===== config.mk =====
export PLATFORM = sky130hd
export DESIGN_NAME = bin_bcd_conv
export DESIGN_NICKNAME = d
export VERILOG_FILES = /design/src/rtl/bin_bcd_conv.sv
export SDC_FILE = /design/constraint.sdc
export NUM_CORES = 1
export LEC_CHECK = 0
export BUFFER_PORTS_ARGS = -buffer_cell sky130_fd_sc_hd__buf_2
export CAP_MARGIN = 20
export CORE_MARGIN = 1
export CORE_UTILIZATION = 52
export DETAILED_ROUTE_END_ITERATION = 7
export GPL_ROUTABILITY_DRIVEN = 0
export PLACE_DENSITY = 0.79
export SYNTH_ARGS = -nofsm -noshare
export SYNTH_HDL_FRONTEND = slang
export SYNTH_SLANG_ARGS = --single-unit

===== constraint.sdc =====
create_clock -name clk -period 1.9 [get_ports clk]
set_input_delay 0.285 -clock clk [delete_from_list [all_inputs] [get_ports clk]]
set_output_delay 0.285 -clock clk [all_outputs]
set_load 0.01 [all_outputs]

===== src/rtl/bin_bcd_conv.sv =====
`default_nettype none
// ============================================================================
// bin_bcd_conv : sequential binary to 6-digit packed BCD (shift-add-3)
// Rev 1.0 : initial release
// ============================================================================
module bin_bcd_conv #(
  parameter int BIN_W = 20
) (
  input  logic             clk,
  input  logic             rst_n,
  input  logic             start,
  input  logic [BIN_W-1:0] bin,
  output logic             busy,
  output logic             done,
  output logic [23:0]      bcd,
  output logic             ovf
);

  localparam int CNT_W = (BIN_W < 2) ? 1 : $clog2(BIN_W + 1);
  localparam logic [CNT_W-1:0] C_LAST = CNT_W'(BIN_W - 1);
  localparam logic [23:0] C_SAT = 24'h999999;

  typedef enum logic [1:0] {
    S_IDLE = 2'd0,
    S_CONV = 2'd1,
    S_DONE = 2'd2
  } state_t;

  state_t           r_state;
  state_t           w_state_nxt;
  logic [BIN_W-1:0] r_sr;
  logic [23:0]      r_scr;
  logic [CNT_W-1:0] r_cnt;
  logic             r_ovf_pend;
  logic [23:0]      w_adj;
  logic [23:0]      w_scr_nxt;
  logic             w_last;
  logic             w_ovf_fin;

  for (genvar i = 0; i < 6; i++) begin : g_adj
    assign w_adj[4*i +: 4] = (r_scr[4*i +: 4] >= 4'd5) ? r_scr[4*i +: 4] + 4'd3
                                                        : r_scr[4*i +: 4];
  end

  assign w_scr_nxt = {w_adj[22:0], r_sr[BIN_W-1]};
  assign w_last    = (r_cnt == C_LAST);
  // Any bit pushed past the sixth digit means the value needs a seventh digit.
  assign w_ovf_fin = r_ovf_pend | w_adj[23];

  always_ff @(posedge clk) begin
    if (!rst_n) r_state <= S_IDLE;
    else        r_state <= w_state_nxt;
  end

  always_comb begin
    w_state_nxt = r_state;
    busy        = 1'b0;
    done        = 1'b0;
    case (r_state)
      S_IDLE: if (start) w_state_nxt = S_CONV;
      S_CONV: begin
        busy = 1'b1;
        if (w_last) w_state_nxt = S_DONE;
      end
      S_DONE: begin
        busy        = 1'b1;
        done        = 1'b1;
        w_state_nxt = S_IDLE;
      end
      default: w_state_nxt = S_IDLE;
    endcase
  end

  always_ff @(posedge clk) begin
    if (!rst_n) begin
      r_sr       <= '0;
      r_scr      <= '0;
      r_cnt      <= '0;
      r_ovf_pend <= 1'b0;
      bcd        <= '0;
      ovf        <= 1'b0;
    end else begin
      case (r_state)
        S_IDLE: begin
          if (start) begin
            r_sr       <= bin;
            r_scr      <= '0;
            r_cnt      <= '0;
            r_ovf_pend <= 1'b0;
          end
        end
        S_CONV: begin
          r_sr       <= r_sr << 1;
          r_scr      <= w_scr_nxt;
          r_cnt      <= r_cnt + 1'b1;
          r_ovf_pend <= w_ovf_fin;
          if (w_last) begin
            bcd <= w_ovf_fin ? C_SAT : w_scr_nxt;
            ovf <= w_ovf_fin;
          end
        end
        default: ;
      endcase
    end
  end

endmodule
`default_nettype wire


### Word level (Yosys, flattened, before mapping)

Cells that the tools add are included.

* add/subtract/negate cells: 7
* magnitude comparators: 6
* eq/ne operators: 5
* muxes and demuxes: 20
* bitwise logic cells: 1
* reduce and logical (&&, ||, !) cells: 6

Operator list (count)
* 2-to-1 mux 24 bit: 2
* one-hot mux 24 bit (2 select lines): 1
* one-hot mux 20 bit (2 select lines): 1
* adder 4 x 2 -> 4 bit, second input constant: 6
* greater-or-equal comparator 4 x 3 -> 1 bit, second input constant: 6
* 2-to-1 mux 4 bit: 6
* 2-to-1 mux 20 bit: 1
* one-hot mux 5 bit (2 select lines): 1
* AND reduction 2 bit: 3
* adder 5 x 1 -> 5 bit, second input constant: 1
* equality test 5 bit, second input constant: 1
* 2-to-1 mux 5 bit: 1
* 2-to-1 mux 2 bit: 2
* != test 2 bit, second input constant: 2
* one-hot mux 2 bit (2 select lines): 1
* 2-to-1 mux 1 bit: 3
* equality test 2 x 1 -> 1 bit, second input constant: 1
* equality test 2 bit, second input constant: 1
* logical NOT 2 bit: 1
* one-hot mux 1 bit (2 select lines): 1
* nonzero test 2 bit: 1
* OR reduction 2 bit: 1
* OR 1 bit: 1

* register bits: 77
* input bits: 23
* output and inout port bits: 27

### Depth between registers and ports, before layout

* word-level depth: 4
* depth in mapped cells: 9
* gate-level depth less buffers: 6

### Worst setup path before layout

Ideal clock, no wire load.

* kind: register to register
* start point: register r_scr[20]
* end point: register bcd[2]
* data arrival time: 1.704 ns
* setup slack: 0.099 ns
* cell stages (with the launch flop): 8
* period minus slack after synthesis: 1.801 ns
* cells stage by stage: dfxtp_1 inv_1 ha_1 nor2b_1 nor3_1 or3_4 buf_6 o41ai_4

* cells in the longest elaborated chain, start to end: 4
* elaborated cells on any way between the ends: 5

RTL lines
* start, declared: line 32 `logic [23:0] r_scr;`
* start signal, assigned: line 94 `r_scr <= w_scr_nxt;`
* adder 4 x 2 -> 4 bit or greater-or-equal comparator 4 x 3 -> 1 bit (tied branches): line 41 `assign w_adj[4*i +: 4] = (r_scr[4*i +: 4] >= 4'd5) ? r_scr[4*i +: 4] + 4'd3`
* 2-to-1 mux 4 bit *: line 41
* OR 1 bit *: line 48 `assign w_ovf_fin = r_ovf_pend | w_adj[23];`
* 2-to-1 mux 24 bit *: line 98 `bcd <= w_ovf_fin ? C_SAT : w_scr_nxt;`
* end signal, assigned: line 98
* end, declared: line 15 `output logic [23:0] bcd,`

Mark *: on every way between the ends. The rest lies on a longest branch, timed or not.
A chain may end at the register's enable or synchronous reset.

### Worst setup path after layout

* start point: register r_scr[21]
* end point: register bcd[22]

* cells in the longest elaborated chain, start to end: 4
* elaborated cells on any way between the ends: 5

RTL lines (line)
* adder 4 x 2 -> 4 bit or greater-or-equal comparator 4 x 3 -> 1 bit (tied branches): 41
* 2-to-1 mux 4 bit *: 41
* OR 1 bit: 48
* 2-to-1 mux 24 bit *: 98

Marked as above.

==> results by group <==
Route
  • DRC viols: 0
  • Antenna viol nets, final: 0
  • Mean routed wirelength per cell: 15.9 um
  • Vias per cell: 6.00
  • DR pass1 iterations: 5
  • Detailed-route via count: between 3,000 and 4,000
  • Routed WL: 9830 um
  • First DRT Iteration DRCs: 266

Die
  • Initial core utilization: 0.542
  • Die Span Y: 89.1 um
  • Die Span X: ~89 um
  • Num ports: 50
  • Core ar.: 7290 sq um
  • # rows: 31
  • DIE AREA: about 8000 sq um

Power
  • Peak VDD IR: 391 uV
  • Leakage dissipation: 1.82 nW
  • Design Power: ~3.7 mW
  • Pwr Density: 800 nW/um^2

Synthesis
  • Post-synth top flop: dfxtp_1
  • Post-synth top cells: 77 x dfxtp_1, 51 x a21oi_1, 42 x o21ai_0, 35 x nand2_1, 29 x clkbuf_1
  • Synthesized area: 3950 sq um
  • Yosys warning count: 0
  • Yosys top cell by area: dfxtp_1
  • Synth area leaders: dfxtp_1 39%, a21oi_1 6.5%, ha_1 5.4%
  • Synthesis-stage register bit count: 77
  • Yosys cell types: 42
  • Top-count cell post-synth: dfxtp_1
  • Sequential share of the synthesized area: 0.390
  • Top cell type's share of synthesized area: 0.390
  • Syn Nets: 508
  • Post-synth ARST share: 0
  • Post-synth EDFFs: 0
  • Syn_area_per_cell: roughly 8.4 sq um
  • Syn Inst Count: approximately 470

Placement
  • Placed Area: 4350 sq um
  • Placed insts: 602
  • Detailed Place HPWL: 6500 um
  • Place WS: 0.0287 ns
  • Port Buffers: 49

Setup path
  • Setup slack, reg-to-reg: 0.11 ns
  • Critical Path Source Type: flop
  • Max Fanout on Critical Path: 7
  • CP cell instances: inv_1 > ha_2 > nor2b_2 > nor3_2 > or3_4 > o41ai_2
  • FF-to-FF End: bcd[22]$_SDFFE_PN0P_
  • Crit-path max cell delay: 0.44 ns
  • Reg-to-reg startpoint: r_scr[21]$_SDFFE_PN0P_
  • Worst Setup End Kind: flop
  • Critical-path top delay cell: or3_4
  • Crit Path Category: flop to flop
  • Worst Setup SP: r_scr[21]$_SDFFE_PN0P_
  • Critical Path RT: 2.17 ns
  • Worst reg2reg path depth: 6
  • Worst endpoint data arrival time: just over 2 ns

Clocking
  • Clk_lat worst skew: 0.37 ns
  • CTS H-tree depth: 3
  • Clock Tree Buf Depth: 2
  • Num Clock Sinks: 77
  • CTS root buf: clkbuf_8
  • Setup Buffers After CTS: 0
  • CTS clock-pin slew for the worst setup and hold paths: ~0.080 ns
  • Cts bufs inserted: 9
  • CTS tree: done

STA
  • Fin Clk Skew: 0.0118 ns
  • Worst-Margin Slew: 0.490 ns
  • Setup TNS: 0 ns
  • Slew Limit Fails: 0
  • Tcrit/Tclk final: 0.943
  • Final hold violation count: 0
  • Setup ws final: 0.108 ns
  • Setup violators final: 0
  • Min Clock Period, post-route: between 1.5 and 2 ns
  • Fmax: 558 MHz
  • RSZ-0062 raised after global routing: no
  • Slew headroom: 0.670
  • Hold Slack: 0.253 ns

Run
  • Max Cap Viol: 0

Finish
  • Nets@finish: approximately 560
  • Finished Core Util: 0.635
  • Layout cells sized above 1: 0.204
  • Final std cells w/o fill: between 600 and 700
  • Filler instances: 641
  • Diodes inserted: 0
  • Area Overhead vs Synth: 17.2%
  • Non-Filler Cell Area, Final: 4630 sq um

Min path
  • Hold crit path type: input port to flop
  • Hold path cells: 3
  • Min-Delay Endpoint: r_sr[13]$_SDFFE_PN0P_
  • Worst hold start: bin[13]

Global routing
  • Initial antenna violation count: 0
  • Grt total ovfl: 0
  • Vias in the first global route: 3,298
  • Pin count of the biggest net entering global routing: 28
  • GRT Total Usage: 0.248
  • First-pass GRT wire length: between 15,000 and 20,000 um

Outcome
  • Outcome: finished clean
## flip-flops by register name, summed over array words and instances, names as in the netlist
signal,count
bcd,24
ovf,1
r_cnt,5
r_ovf_pend,1
r_scr,24
r_sr,20
r_state,2
## metal layers
layer / vias up / part of all wire / global-route usage
met2: 122 / 0.49 / 0.400
li1: 1819 / - / -
met3: 16 / 0.056 / 0.0397
met5: - / 0 / 0
met1: 1756 / 0.44 / 0.329
met4: 0 / 0.015 / 0.108
## cells by family (layout without fill, tap and decap cells)
group | Yosys count | in the layout | synth area share
adders and majority gates | 17 | 17 | 0.0539
DFF | 77 | 77 | 0.390
muxes | 3 | 3 | 0.00792
xor gates and xnor gates | 3 | 3 | 0.00666
buffers and inverters | 54 | 105 | 0.0548
AOI/OAI and AO/OA | 180 | 180 | 0.305
and+or+nand+nor | 134 | 135 | 0.181
## what timing repair did
action	in CTS	in global routing
resized for setup	0	11
pin swaps	1	0
setup endpoints to repair	1	22
cloned	0	1
hold buffers	0	0
## power by group
part	leakage, nW	internal (mW)	switching [mW]	total, mW
sequential	0.626	1.70	0.0642	1.76
clock	0.110	0.746	0.657	1.40
combinational	1.09	0.215	0.324	0.539
total	1.82	2.66	1.04	3.71
## layout make-up
| cell class | instances | area, sq um | share of cell area |
|---|---|---|---|
| clock buffer | 9 | 124 | 0.0268 |
| clock inverter | 7 | 98.8 | 0.0214 |
| inverter | 17 | 63.8 | 0.0138 |
| multi-input combinational | 338 | 2240 | 0.484 |
| sequential | 77 | 1540 | 0.333 |
| tap | 99 | 124 | 0.0268 |
| timing repair buffer | 72 | 434 | 0.0938 |
## cell usage in the layout (no fill, tap or decap), drive strengths merged, types with 7 or more instances in the layout
cell type	n
nand2b	9
nor3	13
nand3b	17
a211o	12
and2	13
dfxtp	77
buf	72
nor2	18
o21ai	43
a21oi	51
inv	18
ha	17
nor2b	7
a211oi	9
o221ai	18
nand3	13
nand2	35
clkbuf	9
## worst max-delay path by stage
stage,end,slack [ns],cells past startpoint
after CTS,r_cnt[0]$_SDFFE_PN0P_,0.04,8
after global routing,bcd[22]$_SDFFE_PN0P_,0.01,6
after floorplan,bcd[2]$_SDFFE_PN0P_,0.1,7
after detailed placement,bcd[22]$_SDFFE_PN0P_,0.03,6
final,bcd[22]$_SDFFE_PN0P_,0.11,6
after global placement,bcd[10]$_SDFFE_PN0P_,0.1,6
## critical path: cells and delay by family, from the launching register on
family,cells,cell delay (ns)
buf+inv,1,0.08
compound gates,1,0.35
flops,1,0.34
fa+ha+maj,1,0.20
simple gates,3,0.71
Note: power is estimated with default switching activity, not from simulation.
